### config.mk
export PLATFORM = sky130hd
export DESIGN_NAME = seq_alu
export DESIGN_NICKNAME = d
export VERILOG_FILES = /design/src/rtl/alu_pkg.sv /design/src/rtl/seq_muldiv.sv /design/src/rtl/seq_alu.sv
export SDC_FILE = /design/constraint.sdc
export NUM_CORES = 1
export LEC_CHECK = 0
export BUFFER_PORTS_ARGS = -buffer_cell sky130_fd_sc_hd__clkbuf_2
export CAP_MARGIN = 20
export CORE_MARGIN = 1
export CORE_UTILIZATION = 60
export CTS_BUF_LIST = sky130_fd_sc_hd__clkbuf_4 sky130_fd_sc_hd__clkbuf_8
export CTS_CLUSTER_DIAMETER = 120
export DETAILED_ROUTE_END_ITERATION = 12
export PLACE_DENSITY_LB_ADDON = 0.2
export SYNTH_ARGS = -nofsm -noshare
export SYNTH_HDL_FRONTEND = slang
export SYNTH_SLANG_ARGS = --single-unit
export TNS_END_PERCENT = 1
### constraint.sdc
create_clock -name clk -period 3.6 [get_ports clk]
set_input_delay 0.18 -clock clk [delete_from_list [all_inputs] [get_ports clk]]
set_output_delay 0.18 -clock clk [all_outputs]
set_load 0.05 [all_outputs]
### src/rtl/alu_pkg.sv
// alu_pkg: opcodes, FSM states and status flags shared by seq_alu.
// SEQ_ALU_ROTATE_EN extends the legal opcode range with rol/ror.
package alu_pkg;

  typedef enum logic [3:0] {
    OP_ADD = 4'd0,
    OP_SUB = 4'd1,
    OP_MUL = 4'd2,
    OP_DIV = 4'd3,
    OP_MOD = 4'd4,
    OP_AND = 4'd5,
    OP_OR  = 4'd6,
    OP_XOR = 4'd7,
    OP_SHL = 4'd8,
    OP_SHR = 4'd9,
    OP_ROL = 4'd10,
    OP_ROR = 4'd11
  } alu_op_e;

  typedef enum logic [0:0] {
    IDLE = 1'b0,
    CALC = 1'b1
  } alu_state_e;

  typedef struct packed {
    logic carry;
    logic zero;
    logic negative;
    logic overflow;
    logic err;
  } alu_flags_t;

`ifdef SEQ_ALU_ROTATE_EN
  localparam alu_op_e ALU_OP_LAST = OP_ROR;
`else
  localparam alu_op_e ALU_OP_LAST = OP_SHR;
`endif

  function automatic logic op_is_iter(alu_op_e o);
    return (o == OP_MUL) || (o == OP_DIV) || (o == OP_MOD);
  endfunction

endpackage

### src/rtl/seq_muldiv.sv
// seq_muldiv: shift-add multiplier and restoring divider, one bit per cycle.
// hi/lo present the post-step value so the caller can capture on last.
module seq_muldiv
  import alu_pkg::*;
#(
  parameter int N = 4
) (
  input  logic         clk,
  input  logic         reset,
  input  logic         load,
  input  logic         is_div,
  input  logic [N-1:0] a,
  input  logic [N-1:0] b,
  output logic [N-1:0] hi,
  output logic [N-1:0] lo,
  output logic         last
);

  localparam int CW = $clog2(N);

  logic [N-1:0]  acc, q, bb;
  logic [N-1:0]  n_acc, n_q;
  logic [N:0]    sum, rem, diff;
  logic [CW-1:0] cnt;
  logic          div_q, run;

  assign sum  = {1'b0, acc} + (q[0] ? {1'b0, bb} : '0);
  assign rem  = {acc, q[N-1]};
  assign diff = rem - {1'b0, bb};

  always_comb begin
    n_acc = acc;
    n_q   = q;
    if (div_q) begin
      // a clear sign bit means the trial subtraction fits
      if (!diff[N]) begin
        n_acc = diff[N-1:0];
        n_q   = {q[N-2:0], 1'b1};
      end else begin
        n_acc = rem[N-1:0];
        n_q   = {q[N-2:0], 1'b0};
      end
    end else begin
      n_acc = sum[N:1];
      n_q   = {sum[0], q[N-1:1]};
    end
  end

  assign hi   = n_acc;
  assign lo   = n_q;
  assign last = run && (cnt == '0);

  always_ff @(posedge clk or posedge reset) begin
    if (reset) begin
      acc   <= '0;
      q     <= '0;
      bb    <= '0;
      div_q <= 1'b0;
      run   <= 1'b0;
      cnt   <= '0;
    end else if (load) begin
      acc   <= '0;
      q     <= a;
      bb    <= b;
      div_q <= is_div;
      run   <= 1'b1;
      cnt   <= CW'(N - 1);
    end else if (run) begin
      acc <= n_acc;
      q   <= n_q;
      cnt <= cnt - CW'(1);
      if (cnt == '0) run <= 1'b0;
    end
  end

endmodule

### src/rtl/seq_alu.sv
// seq_alu: clocked ALU, single-cycle arith/logic plus iterative mul/div/mod.
// Define SEQ_ALU_ROTATE_EN to enable the rol/ror opcodes.
module seq_alu
  import alu_pkg::*;
#(
  parameter int N = 4
) (
  input  logic         clk,
  input  logic         reset,
  input  logic         start,
  input  logic [3:0]   op,
  input  logic [N-1:0] a,
  input  logic [N-1:0] b,
  output logic         busy,
  output logic         done,
  output logic [N-1:0] result,
  output logic [N-1:0] result_hi,
  output logic         carry,
  output logic         zero,
  output logic         negative,
  output logic         overflow,
  output logic         err
);

  alu_state_e   state;
  alu_op_e      op_e, op_q;
  alu_flags_t   fl_q, n_fl;
  logic         bz_q, iter, upd, load, is_div, md_last;
  logic         s_c, s_v, s_e;
  logic [N-1:0] md_hi, md_lo, s_res, n_res, n_hi;
  logic [N:0]   add_w, sub_w, shl_w, shr_w;

  assign op_e   = alu_op_e'(op);
  assign iter   = op_is_iter(op_e);
  assign load   = (state == IDLE) && start && iter;
  assign is_div = (op_e == OP_DIV) || (op_e == OP_MOD);

  assign add_w = {1'b0, a} + {1'b0, b};
  assign sub_w = {1'b0, a} - {1'b0, b};
  assign shl_w = {1'b0, a} << b;
  assign shr_w = {a, 1'b0} >> b;

`ifdef SEQ_ALU_ROTATE_EN
  logic [N-1:0] rot_amt, rol_w, ror_w;
  assign rot_amt = b % N'(N);
  assign rol_w   = (a << rot_amt) | (a >> (N'(N) - rot_amt));
  assign ror_w   = (a >> rot_amt) | (a << (N'(N) - rot_amt));
`endif

  seq_muldiv #(.N(N)) u_md (
    .clk   (clk),
    .reset (reset),
    .load  (load),
    .is_div(is_div),
    .a     (a),
    .b     (b),
    .hi    (md_hi),
    .lo    (md_lo),
    .last  (md_last)
  );

  always_comb begin
    s_res = '0;
    s_c   = 1'b0;
    s_v   = 1'b0;
    s_e   = 1'b0;
    unique case (op_e)
      OP_ADD: begin
        s_res = add_w[N-1:0];
        s_c   = add_w[N];
        s_v   = (a[N-1] == b[N-1]) && (add_w[N-1] != a[N-1]);
      end
      OP_SUB: begin
        s_res = sub_w[N-1:0];
        s_c   = sub_w[N];
        s_v   = (a[N-1] != b[N-1]) && (sub_w[N-1] != a[N-1]);
      end
      OP_MUL, OP_DIV, OP_MOD: begin
        s_res = '0;
      end
      OP_AND: s_res = a & b;
      OP_OR:  s_res = a | b;
      OP_XOR: s_res = a ^ b;
      OP_SHL: begin
        s_res = shl_w[N-1:0];
        s_c   = shl_w[N];
      end
      OP_SHR: begin
        s_res = shr_w[N:1];
        s_c   = shr_w[0];
      end
`ifdef SEQ_ALU_ROTATE_EN
      OP_ROL: begin
        s_res = rol_w;
        s_c   = (rot_amt != '0) && rol_w[0];
      end
      OP_ROR: begin
        s_res = ror_w;
        s_c   = (rot_amt != '0) && ror_w[N-1];
      end
`endif
      default: s_e = 1'b1;
    endcase
  end

  always_comb begin
    upd   = 1'b0;
    n_res = '0;
    n_hi  = '0;
    n_fl  = '0;
    if ((state == IDLE) && start && !iter) begin
      upd           = 1'b1;
      n_res         = s_res;
      n_fl.carry    = s_c;
      n_fl.overflow = s_v;
      n_fl.err      = s_e;
      n_fl.zero     = !s_e && (s_res == '0);
      n_fl.negative = s_res[N-1];
    end else if ((state == CALC) && md_last) begin
      upd = 1'b1;
      if (op_q == OP_MUL) begin
        n_res         = md_lo;
        n_hi          = md_hi;
        n_fl.overflow = (md_hi != '0);
        n_fl.zero     = ({md_hi, md_lo} == '0);
      end else begin
        // divide by zero: the divider remainder already equals a
        if (bz_q) begin
          n_res         = '1;
          n_hi          = md_hi;
          n_fl.err      = 1'b1;
          n_fl.overflow = 1'b1;
        end else if (op_q == OP_DIV) begin
          n_res = md_lo;
          n_hi  = md_hi;
        end else begin
          n_res = md_hi;
          n_hi  = md_lo;
        end
        n_fl.zero = (n_res == '0);
      end
      n_fl.negative = n_res[N-1];
    end
  end

  always_ff @(posedge clk or posedge reset) begin
    if (reset) begin
      state     <= IDLE;
      busy      <= 1'b0;
      done      <= 1'b0;
      op_q      <= OP_ADD;
      bz_q      <= 1'b0;
      result    <= '0;
      result_hi <= '0;
      fl_q      <= '0;
    end else begin
      done <= upd;
      if (upd) begin
        result    <= n_res;
        result_hi <= n_hi;
        fl_q      <= n_fl;
      end
      unique case (state)
        IDLE: begin
          if (start && iter) begin
            state <= CALC;
            busy  <= 1'b1;
            op_q  <= op_e;
            bz_q  <= (b == '0);
          end
        end
        CALC: begin
          if (md_last) begin
            state <= IDLE;
            busy  <= 1'b0;
          end
        end
        default: begin
          state <= IDLE;
          busy  <= 1'b0;
        end
      endcase
    end
  end

  assign carry    = fl_q.carry;
  assign zero     = fl_q.zero;
  assign negative = fl_q.negative;
  assign overflow = fl_q.overflow;
  assign err      = fl_q.err;

endmodule

-- Yosys cells after proc, flatten, opt, wreduce, memory -nomap -nowiden
Index checks and enable logic that the tools add are counted.
- register bits: 37
- latch bits: 0
- bits in writable memories: 0
- ROM bits: 0
- bits of input ports: 15
- output and inout port bits: 15
- memories: 0
- add/sub/neg operators: 5
- $mul: 0
- div/mod/pow operators: 0
- order comparisons: 0
- eq/ne operators: 17
- shift operators: 2
- mux-type cells: 46
- bitwise operators: 4
- reduce and logical (&&, ||, !) cells: 24
- operators with widths (cell ; count):
    two-way mux 4 bit ; 23
    one-hot mux 4 bit (7 select lines) ; 1
    equality test 4 x 2 -> 1 bit, second input constant ; 4
    equality test 4 x 3 -> 1 bit, second input constant ; 4
    logical NOT 4 bit ; 4
    two-way mux 1 bit ; 15
    OR reduction 10 bit ; 1
    logical AND 1 bit ; 9
    equality test 4 bit, second input constant ; 2
    logical NOT 8 bit ; 1
    two-way mux 2 bit ; 3
    one-hot mux 1 bit (2 select lines) ; 3
    adder 4 x 4 -> 5 bit ; 1
    adder 4 x 5 -> 5 bit ; 1
    << shifter 4 x 4 -> 5 bit ; 1
    right shift 5 x 4 -> 5 bit ; 1
    subtractor 4 x 4 -> 5 bit ; 1
    subtractor 5 x 4 -> 5 bit ; 1
    bitwise AND 4 bit ; 1
    equality test 4 x 1 -> 1 bit, second input constant ; 1
    inequality test 2 x 1 -> 1 bit, second input constant ; 2
    bitwise OR 4 bit ; 1
    one-hot mux 1 bit (4 select lines) ; 1
    AND reduction 2 bit ; 2
    10 further kinds ; 14

-- Depth between registers and ports, before layout
Gate-level depths: netlist of run 1.
- depth in word-level cells: 12
- depth in mapped cells: 10

-- By module
A second synthesis of run 1 with hierarchy kept.
- cell total of the unflattened synthesis: 366
- area total of the unflattened synthesis: 3161.8 sq um
- by module, submodules not included (module ; times used ; cells an instance ; area an instance (sq um)):
    seq_alu ; 1 ; 240 ; 1988.2
    seq_muldiv ; 1 ; 126 ; 1173.6

-- Worst setup path after synthesis of run 1
Ideal clock, no wire load.
- path type: register to register
- from: register u_md.bb[0]
- to: register fl_q (netlist bit zero)
- arrival: 2.496 ns
- path slack: 1.014 ns
- cell stages (with the launch flop): 10
- buffers on the path: 0
- period minus slack after synthesis: 2.586 ns
- cell sequence: dfrtp_1 > ha_1 > fa_1 > and2b_1 > o22a_2 > xor2_2 > o221ai_1 > a21o_1 > or4_1 > o2111ai_1
- longest elaborated chain between the ends: 12
- ends and longest elaborated chain (item ; RTL line ; text):
    start: declaration ; seq_muldiv.sv:21 ; logic [N-1:0] acc, q, bb;
    start signal: assignment ; seq_muldiv.sv:57 ; bb <= '0;
    start signal: assignment ; seq_muldiv.sv:64 ; bb <= b;
    two-way mux 4 bit or subtractor 5 x 4 -> 5 bit (tied branches) ; seq_muldiv.sv:27, seq_muldiv.sv:29 ;
    adder 4 x 5 -> 5 bit, or another cell as far along ; seq_muldiv.sv:27 ; assign sum = {1'b0, acc} + (q[0] ? {1'b0, bb} : '0);
    two-way mux 4 bit ; seq_muldiv.sv:34 ; if (div_q) begin
    two-way mux 4 bit ; seq_alu.sv:133 ; end else if (op_q == OP_DIV) begin
    two-way mux 4 bit ; seq_alu.sv:128 ; if (bz_q) begin
    two-way mux 4 bit ; seq_alu.sv:121 ; if (op_q == OP_MUL) begin
    two-way mux 4 bit ; seq_alu.sv:119 ; end else if ((state == CALC) && md_last) begin
    two-way mux 4 bit ; seq_alu.sv:111 ; if ((state == IDLE) && start && !iter) begin
    logical NOT 4 bit ; seq_alu.sv:140 ; n_fl.zero = (n_res == '0);
    two-way mux 1 bit (*) ; seq_alu.sv:121 ;
    two-way mux 4 bit (*) ; seq_alu.sv:119 ;
    two-way mux 4 bit (*) ; seq_alu.sv:111 ;
    end signal: assignment ; seq_alu.sv:161 ; fl_q <= n_fl;
    end: declaration ; seq_alu.sv:27 ; alu_flags_t fl_q, n_fl;
Mark *: on every way between the ends. The rest lies on a longest branch, timed or not. The select of a mux whose other input is x is not followed.
A chain may end at the register's enable or synchronous reset.

-- Worst setup path after layout of run 1
- from: register u_md.q[3]
- to: register fl_q (netlist bit zero)
- longest elaborated chain between the ends: 12
- ends and longest elaborated chain (item ; RTL line ; text):
    start: declaration ; seq_muldiv.sv:21 ;
    start signal: assignment ; seq_muldiv.sv:70 ; q <= n_q;
    subtractor 5 x 4 -> 5 bit ; seq_muldiv.sv:29 ; assign diff = rem - {1'b0, bb};
    two-way mux 4 bit or two-way mux 1 bit (tied branches) ; seq_muldiv.sv:36 ; if (!diff[N]) begin
    two-way mux 4 bit ; seq_muldiv.sv:34 ;
    two-way mux 4 bit ; seq_alu.sv:133 ;
    two-way mux 4 bit ; seq_alu.sv:128 ;
    two-way mux 4 bit ; seq_alu.sv:121 ;
    two-way mux 4 bit ; seq_alu.sv:119 ;
    two-way mux 4 bit ; seq_alu.sv:111 ;
    logical NOT 4 bit ; seq_alu.sv:140 ;
    two-way mux 1 bit (*) ; seq_alu.sv:121 ;
    two-way mux 4 bit (*) ; seq_alu.sv:119 ;
    two-way mux 4 bit (*) ; seq_alu.sv:111 ;
Marks and branches as above.

==> metrics.md, run 1 <==
| Metric | Value |
|---|---|
| Layout net count | `442` |
| Max stage delay on crit path | `620 ps` |
| H-tree depth | `2` |
| Critical path capture point type | `flop` |
| Fraction of layout cells with a size suffix above 1 | `11.7%` |
| Count of buffers from port buffering | `29` |
| Core Region | `4820 µm²` |
| Largest net degree at the start of global routing | `28` |
| CTS clk-pin slew, worst paths | `70 ps` |
| Synth Net Count | `424` |
| ANT cells | `0` |
| Initial Utilization | `63.4%` |
| First-pass GRT wire length | `13.0 mm` |
| Final Cycle Share | `83.4%` |
| Number of fill cells in the layout | `415` |
| Power per standard cell area | `835 nW/µm²` |
| Pleak | `1.53 nW` |
| F_max | `333 MHz` |
| Final instance area | `3310 µm²` |
| Post-route non-filler standard cell count | `468` |
| Max Cap Violations | `0` |
| CP max-delay cell | `a211oi_1` |
| Clk sinks | `36` |
| Unrepaired setup endpoints after global routing | `no` |
| Arrival time worst endpoint | `3150 ps` |
| Clock Skews | `10.4 ps` |
| Class of the worst hold path | `in2reg` |
| WS Path Type | `reg2reg` |
| Pre-antenna DRT Iters | `5` |
| Global route total overflow | `0` |
| Clk Latency, worst-skew pair | `290 ps` |
| Clk buf depth | `2` |
| Synth cell types | `55` |
| Worst Tran Pin Value | `707 ps` |
| Final HPWL DP | `5.86 mm` |
| # rows | `25` |
| Tmin final | `3000 ps` |
| CTS tree | `built` |
| Gate Count Post-Synth | `383` |
| Root Driver | `clkbuf_8` |
| Routed WL | `7.75 mm` |
| Synthesized area per cell | `7.97 µm²` |
| I/O pins | `30` |
| Setup tns final | `0 ps` |
| Final Max Tran Viols | `0` |
| Synth Cell Area | `3050 µm²` |
| Status | `finished clean` |
| Vias | `2,915` |
| Max VDD drop | `403 µV` |
| DRT iter0 DRCs | `287` |
| Slew headroom | `52.6%` |
| Initial antenna violation count | `0` |
| Worst path bufs/invs | `1` |
| Seq/Total Area, Yosys | `29.5%` |
| Synth Register Bits | `36` |
| Primary FF master, synth | `dfrtp_1` |
| Post-Place Cell Area | `3200 µm²` |
| Vias per Instance | `6.23` |
| Synth warnings | `0` |
| CP Data Required Time | `3750 ps` |
| Crit path cell chain | `inv_1, ha_1, fa_1, and2b_1, o221ai_1, and3_1, a211oi_1, a2111oi_0, o221ai_1, o2111ai_1` |
| Crit path launch type | `flop` |
| Number of synthesized flops with an enable pin | `0` |
| Final setup viols | `0` |
| # Post-CTS Setup Buffers | `0` |
| Die Width | `73.3 µm` |
| Number of global-route vias before repair | `2,671` |
| CP dominant cell by count | `o221ai_1` |
| Die Ht | `73.3 µm` |
| Cts bufs inserted | `5` |
| Final ANT Viol Nets | `0` |
| Die area | `5380 µm²` |
| DRC violation count after routing | `0` |
| GRT Overall Usage | `31.4%` |
| Max Fanout on Critical Path | `6` |
| Ys async rst share | `100%` |
| Placed Instances | `460` |
| Syn-to-layout area delta | `8.40%` |
| Routed len/inst | `16.5 µm` |
| Gp weighted congestion | `0.982` |
| Worst path top cell family by delay | `compound AO/OA/AOI/OAI gates` |
| Final Hold Vio Count | `0` |
==> per-stage QoR <==
| step | utilization [%] | power [mW] | hold slack [ps] | worst slack [ps] |
|---|---|---|---|---|
| floorplan | - | 2.03 | 297 | 1010 |
| global placement | 66.5 | 2.39 | 145 | 846 |
| detailed placement | 66.5 | 2.42 | 146 | 744 |
| CTS | 68.7 | 2.74 | 195 | 704 |
| global route | 68.7 | 2.98 | 221 | 443 |
| finish | 68.7 | 2.76 | 202 | 598 |
==> cell usage after synthesis, types with 2 or more instances <==
| cell type | number | area share [%] |
|---|---|---|
| a2111oi_0 | 2 | 0.57 |
| a211o_1 | 6 | 1.7 |
| a211oi_1 | 9 | 2.2 |
| a21o_1 | 5 | 1.2 |
| a21oi_1 | 21 | 3.4 |
| a31oi_1 | 4 | 0.82 |
| a32oi_1 | 2 | 0.57 |
| and2_1 | 7 | 1.4 |
| and3_1 | 5 | 1.0 |
| buf_4 | 2 | 0.49 |
| clkbuf_1 | 18 | 2.2 |
| dfrtp_1 | 36 | 29 |
| fa_1 | 4 | 2.6 |
| ha_1 | 22 | 9.0 |
| inv_1 | 20 | 2.5 |
| mux2_2 | 3 | 1.1 |
| mux2i_1 | 10 | 3.3 |
| nand2_1 | 52 | 6.4 |
| nand2b_1 | 6 | 1.2 |
| nand3_1 | 14 | 2.3 |
| nand3b_1 | 2 | 0.49 |
| nand4_1 | 2 | 0.41 |
| nor2_1 | 35 | 4.3 |
| nor2b_1 | 5 | 1.0 |
| nor3_1 | 11 | 1.8 |
| o2111ai_1 | 2 | 0.57 |
| o211ai_1 | 3 | 0.74 |
| o21ai_0 | 31 | 5.1 |
| o21bai_1 | 2 | 0.49 |
| o221ai_1 | 6 | 1.7 |
| o22ai_1 | 5 | 1.0 |
| o31ai_1 | 2 | 0.49 |
| or2_1 | 2 | 0.41 |
| xnor2_1 | 5 | 1.4 |
| xor2_1 | 2 | 0.57 |
==> power by group <==
part	internal (mW)	switching, mW
sequential	0.574	0.179
clock	0.171	0.144
combinational	0.626	1.07
==> worst min-delay path, cell delays in order <==
cell and delay, ps:
clkbuf_2 150, nand2_1 60, o21ai_0 60
==> timing repair <==
action / CTS / global route
hold buffers: 1 / 0
endpoints found under the hold margin: 9 / 0
resized for setup: 0 / 0
setup endpoints to repair: 0 / 0
==> flip-flops by register name (all words and copies together) (netlist names), 2 cells and up <==
signal and flops:
u_md.bb 4, result 4, result_hi 4, u_md.cnt 2, op_q 4, u_md.q 4, u_md.acc 4
==> layout make-up <==
type,instances,area (µm²),area share (%)
clock buffer,7,96.3,2.91
tap,67,83.8,2.53
timing repair buffer,32,170,5.14
multi-input combinational,306,1980,59.9
inverter,20,75.1,2.27
sequential,36,901,27.2
==> final timing paths <==
path / start / to / slack [ps] / depth (start not counted)
max: u_md.q[3] / zero / 600 / 10
min: a[0] / u_md.q[0] / 200 / 3
max reg2reg: u_md.q[3] / zero / 600 / 10
min reg2reg: result_hi[2] / result_hi[2] / 490 / 2
max in group asynchronous: reset / zero / 2530 / 4
min in group asynchronous: reset / err / 380 / 3
==> cell usage in the layout, fill, tap and decap left out, types with 3 or more instances in the layout <==
cell type,instances
a211o_1,6
a211oi_1,9
a21o_1,5
a21oi_1,21
a31oi_1,4
and2_1,7
and3_1,5
clkbuf_2,29
clkbuf_8,7
dfrtp_1,36
fa_1,4
ha_1,22
inv_1,20
mux2_2,3
mux2i_1,10
nand2_1,52
nand2b_1,6
nand3_1,14
nor2_1,35
nor2b_1,5
nor3_1,11
o211ai_1,3
o21ai_0,31
o221ai_1,6
o22ai_1,5
xnor2_1,5
==> metal layers <==
metal	track usage [%]	share of wire, %
met1	44.6	46
met2	49.4	46
met3	4.80	6.0
met4	9.62	2.0
met5	0	0
==> logic make-up (layout without fill, tap and decap cells) <==
kind of cell / after synthesis / in the layout / synth area share (%)
compound gates: 110 / 110 / 23.7
xor+xnor: 8 / 8 / 2.54
fa+ha+maj: 26 / 26 / 11.6
buf+inv: 41 / 59 / 5.53
flops: 36 / 36 / 29.5
mux: 13 / 13 / 4.38
simple gates: 149 / 149 / 22.7
No activity file was read; power rests on OpenSTA's default activity.
==> inputs of run 2 (changes only) <==
--- a/config.mk
+++ b/config.mk
@@ -5,10 +5,11 @@
 export SDC_FILE = /design/constraint.sdc
 export NUM_CORES = 1
 export LEC_CHECK = 0
+export ABC_AREA = 1
 export BUFFER_PORTS_ARGS = -buffer_cell sky130_fd_sc_hd__clkbuf_2
 export CAP_MARGIN = 20
 export CORE_MARGIN = 1
-export CORE_UTILIZATION = 60
+export CORE_UTILIZATION = 56
 export CTS_BUF_LIST = sky130_fd_sc_hd__clkbuf_4 sky130_fd_sc_hd__clkbuf_8
 export CTS_CLUSTER_DIAMETER = 120
 export DETAILED_ROUTE_END_ITERATION = 12
==> constraint.sdc (replaced) <==
create_clock -name clk -period 2.61 [get_ports clk]
set_input_delay 0.1305 -clock clk [delete_from_list [all_inputs] [get_ports clk]]
set_output_delay 0.1305 -clock clk [all_outputs]
set_load 0.05 [all_outputs]
==> metrics.md, run 2 <==
| Metric | Value |
|---|---|
| Status | `finished clean` |
| Total power | `3.49 mW (+26%)` |
| Syn-to-layout area delta | `11.2%` |
| Share of Yosys cell area claimed by the top area cell type | `29.9% (+0.37 points)` |
| Max Cap Violations | `0 (unchanged)` |
| Worst R2R End | `zero` |
| Hold path startpoint | `op[0]` |
| Root Driver | `clkbuf_8` |
| Number of global-route vias before repair | `2,809 (+5.2%)` |
| Tmin final | `2370 ps (-632 ps)` |
| Count of buffers from port buffering | `29 (unchanged)` |
| Commonest non-fill, non-tap cell in the layout | `nand2_1` |
| Synth warnings | `0 (unchanged)` |
| Pleak | `1.81 nW (+18%)` |
| Die Ht | `75.4 µm (+2.8%)` |
| Arrival time worst endpoint | `2600 ps (-550 ps)` |
| Post-CTS sizing | `0 (unchanged)` |
| Synth Net Count | `477 (+13%)` |
| Routed len/inst | `14.6 µm (-12%)` |
| Die Width | `75.4 µm (+2.8%)` |
| Unrepaired setup endpoints after global routing | `no` |
| DRC violation count after routing | `0 (unchanged)` |
| GRT Overall Usage | `29.6% (-1.8 points)` |
| Number of synthesized flops with an enable pin | `0 (unchanged)` |
| Placed Instances | `531 (+15%)` |
| Final Max Tran Viols | `0 (unchanged)` |
| I/O pins | `30 (unchanged)` |
| Pre-antenna DRT Iters | `5 (unchanged)` |
| Core Region | `5140 µm² (+6.7%)` |
| Sequential cell area | `901 µm² (unchanged)` |
| Critical path capture point type | `flop` |
| Routed WL | `7.87 mm (+1.6%)` |
| Leading area contributor after synthesis | `dfrtp_1` |
| Commonest cells post-synth | `nand2_1, inv_1, nand3_1` |
| ANT cells | `0 (unchanged)` |
| Final Cycle Share | `90.8% (+7.4 points)` |
| Utilization after layout | `65.3% (-3.4 points)` |
| Post-Place Cell Area | `3220 µm² (+0.47%)` |
| Final instance area | `3360 µm² (+1.4%)` |
| Largest net degree at the start of global routing | `37 (+32%)` |
| H-tree depth | `2 (unchanged)` |
| Global route total overflow | `0 (unchanged)` |
| Clk Latency, worst-skew pair | `290 ps (about the same)` |
| Clock Skews | `2.31 ps (-8.05 ps)` |
| R2R Path Start | `u_md.bb[0]` |
| Cts bufs inserted | `5 (unchanged)` |
| Fraction of layout cells with a size suffix above 1 | `13.4% (+1.7 points)` |
| R2R Setup Slk | `240 ps (-360 ps)` |
| Min-Delay Path Depth | `3 (unchanged)` |
| Multi-input logic area | `1800 µm² (-9.3%)` |
| # Post-CTS Setup Buffers | `0 (unchanged)` |
| Synthesized area per cell | `6.92 µm² (-13%)` |
| CP Data Required Time | `2840 ps (-910 ps)` |
| Commonest non-fill, non-tap cells in the layout | `nand2_1, inv_1, nand3_1` |
| Final ANT Viol Nets | `0 (unchanged)` |
| Final HPWL DP | `6.08 mm (+3.8%)` |
| Class of the worst hold path | `in2reg` |
| Vias per Instance | `5.59 (-10%)` |
| # rows | `26 (+4.0%)` |
| Final Hold Vio Count | `0 (unchanged)` |
| First-pass GRT wire length | `12.6 mm (-3.1%)` |
| Slew headroom | `58.6% (+6.0 points)` |
| Crit path launch type | `flop` |
| Synth Cell Area | `3020 µm² (-1.2%)` |
| Synth cell types | `37 (-33%)` |
| Clk buf depth | `2 (unchanged)` |
| Clk sinks | `36 (unchanged)` |
| Final setup viols | `0 (unchanged)` |
| WS Path Type | `reg2reg` |
| Synth Register Bits | `36 (unchanged)` |
| CTS clk-pin slew, worst paths | `70 ps (about the same)` |
| Worst Tran Pin Value | `615 ps (-91.9 ps)` |
| Initial antenna violation count | `0 (unchanged)` |
| DRT iter0 DRCs | `235 (-18%)` |
| Worst Hold End | `op_q[0]` |
| Power per standard cell area | `1040 nW/µm² (+25%)` |
| Post-route non-filler standard cell count | `540 (+15%)` |
| Number of fill cells in the layout | `507 (+22%)` |
| Synth area leaders | `dfrtp_1, nand2_1, ha_1` |
| R2r worst-path depth | `17 (+7)` |
| Initial Utilization | `58.7% (-4.7 points)` |
| CTS tree | `built` |
| Primary FF master, synth | `dfrtp_1` |
| Layout net count | `510 (+15%)` |
| Die area | `5680 µm² (+5.7%)` |
| Setup tns final | `0 ps (unchanged)` |
| F_max | `422 MHz (+27%)` |
| Seq/Total Area, Yosys | `29.9% (+0.37 points)` |
| Vias | `3,016 (+3.5%)` |
| Gate Count Post-Synth | `436 (+14%)` |
| Gp weighted congestion | `1.03 (+4.6%)` |
| Max Fanout on Critical Path | `5 (-1)` |
| Count leader, synth | `nand2_1` |
| Ys async rst share | `100% (unchanged)` |
| Max VDD drop | `484 µV (+20%)` |
==> run 2: cell count changes after synthesis, moves of 8 or more <==
cell      delta
nor3_1       -9
a211oi_1     -8
inv_1       +43
nand3_1     +31
mux2i_1     -10
clkbuf_1    -18
nand2_1     +62
==> run 2: per-layer routing <==
metal	global-route usage (%)	up-vias	share of wire [%]
met1	35.0	1361	41
met3	5.69	37	5.9
li1	-	1491	-
met2	50.1	127	48
met4	17.3	0	5.0
met5	0	-	0
==> run 2: worst max-delay path: stages (launching register included) <==
cell	delay (ps)
dfrtp_1	410
ha_1	240
fa_1	420
inv_1	90
nand2_1	50
nand2_1	80
nand3_1	170
nand2_1	160
nand3_1	80
nand2_1	80
nand2_2	70
nand2_1	80
nand2_1	70
nor2_1	90
nand2_1	60
nand2_1	50
nand2_1	50
nand2_1	70
==> run 2: per-stage QoR <==
step,hold slack [ps],setup WS (ps)
global placement,235,418
detailed placement,236,302
finish,232,239
global route,273,18.2
CTS,228,305
floorplan,297,539
==> run 2: cell type report <==
cell class / count / area share [%]
multi-input cells: 324 / 53.7
flip-flops and latches: 36 / 26.8
inverters: 68 / 7.61
repair buffers: 34 / 5.52
clock buffers: 7 / 2.87
well taps: 70 / 2.61
clock inverters: 1 / 0.895
==> run 2: what timing repair did <==
action	in CTS	in global routing
endpoints found under the hold margin	36	0
endpoints found under the setup margin	0	0
hold buffers	1	0
==> run 2: logic make-up after synthesis <==
family | after synthesis | share of synthesized area, %
flip-flops | 36 | 29.9
buffers and inverters | 76 | 10.5
adder cells (fa/ha/maj) | 26 | 11.8
AO/OA/AOI/OAI | 76 | 15.3
XOR/XNOR | 4 | 1.16
AND/OR/NAND/NOR | 218 | 31.5
==> run 2: worst max path at each step <==
stage,start,endpoint,depth (start not counted)
2_1_floorplan,u_md.bb[0],result[3],14
3_3_place_gp,u_md.bb[0],result[3],14
3_5_place_dp,u_md.bb[0],overflow,14
4_1_cts,u_md.bb[0],result[3],14
5_1_grt,u_md.q[3],zero,18
6_report,u_md.bb[0],zero,17
==> run 2: power breakdown <==
part           internal (mW)  total (mW)  switching (mW)
Combinational          0.595        1.97            1.37
Sequential             0.790       0.988           0.198
Clock                  0.337       0.540           0.203
